## config.mk

```make
export PLATFORM = sky130hd
export DESIGN_NAME = dfr_matrix_multiply
export DESIGN_NICKNAME = d
export VERILOG_FILES = /design/src/rtl/dfr_matmul_pkg.sv /design/src/rtl/dfr_matmul_mac.sv /design/src/rtl/dfr_matrix_multiply.sv
export SDC_FILE = /design/constraint.sdc
export NUM_CORES = 2
export LEC_CHECK = 0
export ABC_AREA = 1
export CORE_ASPECT_RATIO = 1.2
export CORE_MARGIN = 4
export CORE_UTILIZATION = 35
export CTS_CLUSTER_DIAMETER = 150
export DETAILED_ROUTE_END_ITERATION = 12
export GPL_TIMING_DRIVEN = 1
export PLACE_DENSITY_LB_ADDON = 0.25
export SLEW_MARGIN = 20
export SYNTH_ARGS = -nofsm -noshare
export SYNTH_HDL_FRONTEND = slang
export SYNTH_SLANG_ARGS = --single-unit
```

## constraint.sdc

```tcl
create_clock -name clk -period 5.9 [get_ports clk]
set_clock_uncertainty 0.2 [all_clocks]
set_input_delay 1.77 -clock clk [delete_from_list [all_inputs] [get_ports clk]]
set_output_delay 1.77 -clock clk [all_outputs]
set_load 0.01 [all_outputs]
```

## src/rtl/dfr_matmul_pkg.sv

```systemverilog
// ---------------------------------------------------------------------------
// dfr_matmul_pkg
// Shared types and helpers for the DFR matrix-multiply block.
//   state_t      : sequencer states (IDLE, FETCH, DRAIN, WRITE)
//   MAX_W        : widest accumulator the result helper can handle
//   acc_width()  : accumulator width that cannot overflow for a K-term sum
//   result_word(): reduces the wide accumulator to a DATA_WIDTH result
// Build option: define DFR_MATMUL_SATURATE_EN to clamp results to the signed
// DATA_WIDTH range; otherwise results wrap (low DATA_WIDTH bits kept).
// ---------------------------------------------------------------------------
package dfr_matmul_pkg;

    typedef enum logic [1:0] {
        IDLE  = 2'd0,
        FETCH = 2'd1,
        DRAIN = 2'd2,
        WRITE = 2'd3
    } state_t;

    localparam int MAX_W = 128;

    // Full-width products plus log2(K)+1 growth bits for the K-term sum.
    function automatic int acc_width(input int dw, input int k);
        return 2 * dw + $clog2(k) + 1;
    endfunction

    // Caller keeps the low dw bits of the returned word.
    function automatic logic [MAX_W-1:0] result_word(input logic signed [MAX_W-1:0] acc,
                                                     input int dw);
`ifdef DFR_MATMUL_SATURATE_EN
        logic signed [MAX_W-1:0] one;
        logic signed [MAX_W-1:0] hi;
        logic signed [MAX_W-1:0] lo;
        one = MAX_W'(1);
        hi  = (one <<< (dw - 1)) - one;
        lo  = ~hi;
        if (acc > hi) begin
            return hi;
        end else if (acc < lo) begin
            return lo;
        end else begin
            return acc;
        end
`else
        logic [MAX_W-1:0] mask;
        mask = ~({MAX_W{1'b1}} << dw);
        return acc & mask;
`endif
    endfunction

endpackage

```

## src/rtl/dfr_matmul_mac.sv

```systemverilog
// ---------------------------------------------------------------------------
// dfr_mac_unit
// Signed multiply-accumulate register for one output element.
//   clk, rst : clock, asynchronous active-high reset
//   clr      : zero the accumulator (has priority over en)
//   en       : add a*b into the accumulator this cycle
//   a, b     : signed DATA_WIDTH operands
//   acc      : signed ACC_WIDTH running sum
// ---------------------------------------------------------------------------
module dfr_mac_unit #(
    parameter int DATA_WIDTH = 32,
    parameter int ACC_WIDTH  = 68
) (
    input  logic                         clk,
    input  logic                         rst,
    input  logic                         clr,
    input  logic                         en,
    input  logic signed [DATA_WIDTH-1:0] a,
    input  logic signed [DATA_WIDTH-1:0] b,
    output logic signed [ACC_WIDTH-1:0]  acc
);

    logic signed [2*DATA_WIDTH-1:0] prod;
    logic signed [ACC_WIDTH-1:0]    acc_q;

    // Operands are sign-extended first so the product is the exact signed value.
    assign prod = (2*DATA_WIDTH)'(a) * (2*DATA_WIDTH)'(b);

    // Accumulator register; the product is sign-extended into the wide sum.
    always_ff @(posedge clk or posedge rst) begin
        if (rst) begin
            acc_q <= '0;
        end else if (clr) begin
            acc_q <= '0;
        end else if (en) begin
            acc_q <= acc_q + ACC_WIDTH'(prod);
        end
    end

    assign acc = acc_q;

endmodule

```

## src/rtl/dfr_matrix_multiply.sv

```systemverilog
// ---------------------------------------------------------------------------
// dfr_matrix_multiply
// Computes Z = X * Y (X: X_ROWS x K, Y: K x Y_COLS, row-major in RAM) and
// writes Z row-major to the output RAM. One start pulse launches a run; busy
// stays high until the last element is written. Each element takes K fetch
// cycles, one drain cycle for the 1-cycle RAM latency, and one write cycle.
//   clk, rst          : clock, asynchronous active-high reset
//   start / busy      : controller handshake
//   x_addr/x_rd_en/x_data : X RAM read port
//   y_addr/y_rd_en/y_data : Y RAM read port
//   z_addr/z_we/z_data    : Z RAM write port
// Build option: DFR_MATMUL_SATURATE_EN selects clamping instead of wrapping.
// ---------------------------------------------------------------------------
module dfr_matrix_multiply
    import dfr_matmul_pkg::*;
#(
    parameter int ADDR_WIDTH    = 32,
    parameter int DATA_WIDTH    = 32,
    parameter int X_ROWS        = 5,
    parameter int Y_COLS        = 5,
    parameter int X_COLS_Y_ROWS = 5,
    parameter int X_BASE        = 0,
    parameter int Y_BASE        = 0,
    parameter int Z_BASE        = 0
) (
    input  logic                  clk,
    input  logic                  rst,
    input  logic                  start,
    output logic                  busy,
    output logic [ADDR_WIDTH-1:0] x_addr,
    output logic                  x_rd_en,
    input  logic [DATA_WIDTH-1:0] x_data,
    output logic [ADDR_WIDTH-1:0] y_addr,
    output logic                  y_rd_en,
    input  logic [DATA_WIDTH-1:0] y_data,
    output logic [ADDR_WIDTH-1:0] z_addr,
    output logic                  z_we,
    output logic [DATA_WIDTH-1:0] z_data
);

    localparam int K     = X_COLS_Y_ROWS;
    localparam int ACC_W = acc_width(DATA_WIDTH, K);

    localparam logic [ADDR_WIDTH-1:0] K_A    = ADDR_WIDTH'(K);
    localparam logic [ADDR_WIDTH-1:0] YC_A   = ADDR_WIDTH'(Y_COLS);
    localparam logic [ADDR_WIDTH-1:0] LAST_K = ADDR_WIDTH'(K - 1);
    localparam logic [ADDR_WIDTH-1:0] LAST_J = ADDR_WIDTH'(Y_COLS - 1);
    localparam logic [ADDR_WIDTH-1:0] LAST_I = ADDR_WIDTH'(X_ROWS - 1);
    localparam logic [ADDR_WIDTH-1:0] ONE_A  = ADDR_WIDTH'(1);

    state_t                   state_q, state_d;
    logic [ADDR_WIDTH-1:0]    i_q, i_d;
    logic [ADDR_WIDTH-1:0]    j_q, j_d;
    logic [ADDR_WIDTH-1:0]    k_q, k_d;
    logic                     busy_q, busy_d;
    logic                     rd_valid_q;
    logic                     acc_clr;
    logic signed [ACC_W-1:0]  acc;

    // The MAC adds whenever read data returned from last cycle's fetch.
    dfr_mac_unit #(
        .DATA_WIDTH (DATA_WIDTH),
        .ACC_WIDTH  (ACC_W)
    ) u_mac (
        .clk (clk),
        .rst (rst),
        .clr (acc_clr),
        .en  (rd_valid_q),
        .a   (x_data),
        .b   (y_data),
        .acc (acc)
    );

    // State, counters and the read-valid delay; reset aborts any run at once.
    always_ff @(posedge clk or posedge rst) begin
        if (rst) begin
            state_q    <= IDLE;
            i_q        <= '0;
            j_q        <= '0;
            k_q        <= '0;
            busy_q     <= 1'b0;
            rd_valid_q <= 1'b0;
        end else begin
            state_q    <= state_d;
            i_q        <= i_d;
            j_q        <= j_d;
            k_q        <= k_d;
            busy_q     <= busy_d;
            rd_valid_q <= x_rd_en;
        end
    end

    // Next-state, counter advance and RAM port drive. Start is only honoured in
    // IDLE, so a stray pulse mid-run never disturbs the counters.
    always_comb begin
        state_d = state_q;
        i_d     = i_q;
        j_d     = j_q;
        k_d     = k_q;
        busy_d  = busy_q;
        acc_clr = 1'b0;
        x_rd_en = 1'b0;
        y_rd_en = 1'b0;
        z_we    = 1'b0;
        x_addr  = '0;
        y_addr  = '0;
        z_addr  = '0;
        z_data  = '0;
        case (state_q)
            IDLE: begin
                if (start) begin
                    i_d     = '0;
                    j_d     = '0;
                    k_d     = '0;
                    acc_clr = 1'b1;
                    busy_d  = 1'b1;
                    state_d = FETCH;
                end
            end
            FETCH: begin
                x_rd_en = 1'b1;
                y_rd_en = 1'b1;
                x_addr  = ADDR_WIDTH'(X_BASE) + i_q * K_A + k_q;
                y_addr  = ADDR_WIDTH'(Y_BASE) + k_q * YC_A + j_q;
                if (k_q == LAST_K) begin
                    state_d = DRAIN;
                end else begin
                    k_d = k_q + ONE_A;
                end
            end
            DRAIN: begin
                state_d = WRITE;
            end
            WRITE: begin
                z_we    = 1'b1;
                z_addr  = ADDR_WIDTH'(Z_BASE) + i_q * YC_A + j_q;
                z_data  = DATA_WIDTH'(result_word(MAX_W'(acc), DATA_WIDTH));
                acc_clr = 1'b1;
                k_d     = '0;
                if (j_q == LAST_J) begin
                    j_d = '0;
                    if (i_q == LAST_I) begin
                        i_d     = '0;
                        busy_d  = 1'b0;
                        state_d = IDLE;
                    end else begin
                        i_d     = i_q + ONE_A;
                        state_d = FETCH;
                    end
                end else begin
                    j_d     = j_q + ONE_A;
                    state_d = FETCH;
                end
            end
            default: begin
                state_d = IDLE;
            end
        endcase
    end

    assign busy = busy_q;

endmodule

```

==> flow_metrics.py <==
metrics = {
    "cts": {
        "worst_skew_pair.late_latency_ps": 490,
        "cts_max_path_buffers": 2,
        "clk_pin_slew_ps": 80,
        "htreeDepth": 4,
        "ctsHoldBuffers": 0,
        "numClockSinks": 132,
        "numCtsBuffers": 17,
        "cts_tree": "built",
        "root_buffer": "clkbuf_16",
    },
    "route": {
        "wl_microns": 123100,
        "wl_per_cell_microns": 17.71,
        "num_vias": 33900,
        "firstDrtPassIters": 5,
        "routed_via_density": 4.875,
        "drc": 0,
        "antenna_left": 0,
        "drt-initial-drc-count": 1779,
    },
    "sta": {
        "fin_crit_ps": 7795,
        "fin_crit_sh_pct": 132.1,
        "hold-worst-slack_ps": 293.6,
        "setup_viol": 66,
        "slew_violations": 0,
        "relSlewSlack_pct": 37.68,
        "tightest_slew_ps": 934.7,
        "fmax_mhz": 128.3,
        "rsz0062_at_grt": "true",
        "final_hold_viol_count": 0,
        "timing.final.ws_setup_ps": -1895,
    },
    "cells_and_area": {
        "layout_commonest_cell": "inv_1",
        "multi_input_area_sq_um": 29400,
        "fill_cells": 8982,
        "syn2layout_area_growth_pct": 47.98,
        "final_nets": 6553,
        "final_cell_mix": "1,155 x inv_1, 987 x nand2_1, 639 x buf_4, 429 x fa_1, 219 x nor2_1",
        "drive_gt1_share_pct": 30.92,
        "regArea_sq_um": 3319,
    },
    "synth": {
        "yosys.area_share.simple_pct": 21.73,
        "synth_edf_count": 0,
        "syn-cell-area_sq_um": 33580,
        "ys_ff_latch": 132,
        "syn_inst": 4740,
        "synth_warnings": 0,
        "synth_compound_area_share_pct": 9.169,
        "synthesis.nets": 5618,
        "synthAdderAreaFrac_pct": 40.72,
        "yosysSeqAreaShare_pct": 9.836,
        "synth_top_family_by_area": "adder cells",
        "synth_xor_area_share_pct": 2.686,
        "ys_async_sr_fraction_pct": 100.0,
        "synthDistinctLibCells": 64,
        "avgSynthCellArea_sq_um": 7.085,
        "synth_ff_type": "dfrtp_1",
        "synth.area.mux_share_pct": 0,
    },
    "worst_setup_path": {
        "arrival_ps": 7960,
        "worstSetupPathType": "in2reg",
        "cp_max_fo": 5,
        "cp-end-kind": "flop",
        "start_kind": "input port",
        "critPathRequiredTime_ps": 6070,
    },
    "global_routing": {
        "grt_pass1_wl_microns": 188100,
        "antenna_found_initial": 10,
        "grt_max_degree": 72,
        "gr-usage-all-layers_pct": 23.66,
        "grt_pass1_vias": 34330,
        "grt_remaining_overflow": 0,
    },
    "placement": {
        "port_buffers": 198,
        "routabilityCongestion": 0.9277,
        "hpwl_microns": 96790,
    },
    "status": {
        "status": "finished with violations",
        "violations": "setup timing",
    },
    "die": {
        "io_pins": 199,
        "fp.dieW_microns": 290.8,
        "die_y_microns": 347.3,
        "initial_utilization_pct": 35.25,
        "die_area_sq_um": 101000,
        "core-area_sq_um": 95260,
        "rows": 124,
    },
    "min_path": {
        "min_path_type": "reg2reg",
    },
    "run": {
        "drv_cap": 0,
    },
}
-- state kept, by name, summed over array words and instances (netlist names) --
signal,flops
state_q,2
k_q,32
rd_valid_q,1
j_q,32
i_q,32
u_mac.acc,32
busy,1
-- metal layers --
metal  GRT usage (%)  share of wire [%]  vias to the layer above
met5               0              0.033                        -
met4           11.54                5.6                        6
met3           4.147                6.1                      259
met2           40.63                 49                     1010
met1           28.75                 40                    16400
li1                -                  -                    16230
-- cell type report --
type | instances | share of cell area [%]
inverters | 1270 | 9.628
clock buffers | 18 | 0.8636
multi-input cells | 3200 | 59.16
repair buffers | 1054 | 20.13
diodes | 6 | 0.03021
clock inverters | 14 | 0.3399
well taps | 1260 | 3.173
flip-flops and latches | 132 | 6.680
-- cell families after synthesis --
| group | after synthesis |
|---|---|
| AO/OA/AOI/OAI | 551 |
| flip-flops | 132 |
| XOR/XNOR | 103 |
| AND/OR/NAND/NOR | 1735 |
| buffers and inverters | 1408 |
| adder cells (fa/ha/maj) | 811 |
-- through the flow --
| step | setup WS (ps) | utilization, % | area, sq um | std cells | setup TNS [ps] |
|---|---|---|---|---|---|
| global route | -2094 | 52.15 | 49680 | 6948 | -65820 |
| CTS | -2007 | 49.65 | 47300 | 6892 | -51140 |
| detailed placement | -2891 | 44.56 | 42450 | 6719 | -79440 |
| floorplan | -1992 | - | 34360 | 4740 | -33460 |
| finish | -1895 | 52.16 | 49690 | 6954 | -54390 |
| global placement | -2849 | 44.56 | 42450 | 6719 | -78690 |
-- synthesized netlist by cell type (all sizes together) (60+ instances only) --
cell,n,share of area [%]
inv,1267,14
nor2,266,3.1
o21ai,191,2.9
a21oi,256,3.8
nand4,60,1.2
nand3,151,2.3
nor3,73,1.3
clkbuf,96,1.1
fa,470,28
nand2,1128,13
ha,341,13
dfrtp,132,9.8
xor2,81,2.1
-- critical path, stage by stage --
cell	delay (ps)
buf_4	110
bufbuf_16	260
buf_4	130
nand2_1	80
fa_1	500
inv_1	60
fa_1	570
inv_1	70
fa_1	500
inv_1	60
fa_1	530
inv_1	60
fa_2	490
fa_1	500
inv_1	50
fa_1	470
inv_1	60
fa_1	560
inv_2	60
ha_4	210
nand2_1	60
inv_1	40
a221o_1	310
a31o_4	220
inv_1	60
nand2_1	50
nand3_1	70
nand2_1	60
-- what timing repair did --
action / CTS / global route
hold endpoints to repair: 0 / 0
gates resized for setup: 1062 / 548
cloned: 15 / 4
setup endpoints to repair: 92 / 95
pin swaps: 247 / 303
setup buffers: 154 / 94
-- worst paths after layout --
path	from	endpoint	slack, ps	cells past startpoint
max in group asynchronous	rst	j_q[12]	3000	3
hold / removal	busy	busy	290	2
setup reg to reg	u_mac.acc[19]	u_mac.acc[30]	-680	27
setup / recovery	x_data[9]	u_mac.acc[31]	-1890	28
hold reg to reg	busy	busy	290	2
min in group asynchronous	rst	i_q[27]	1620	2
Power is not shown: default switching activity piles up to over one toggle a cycle in this logic, so the estimate is an artifact.
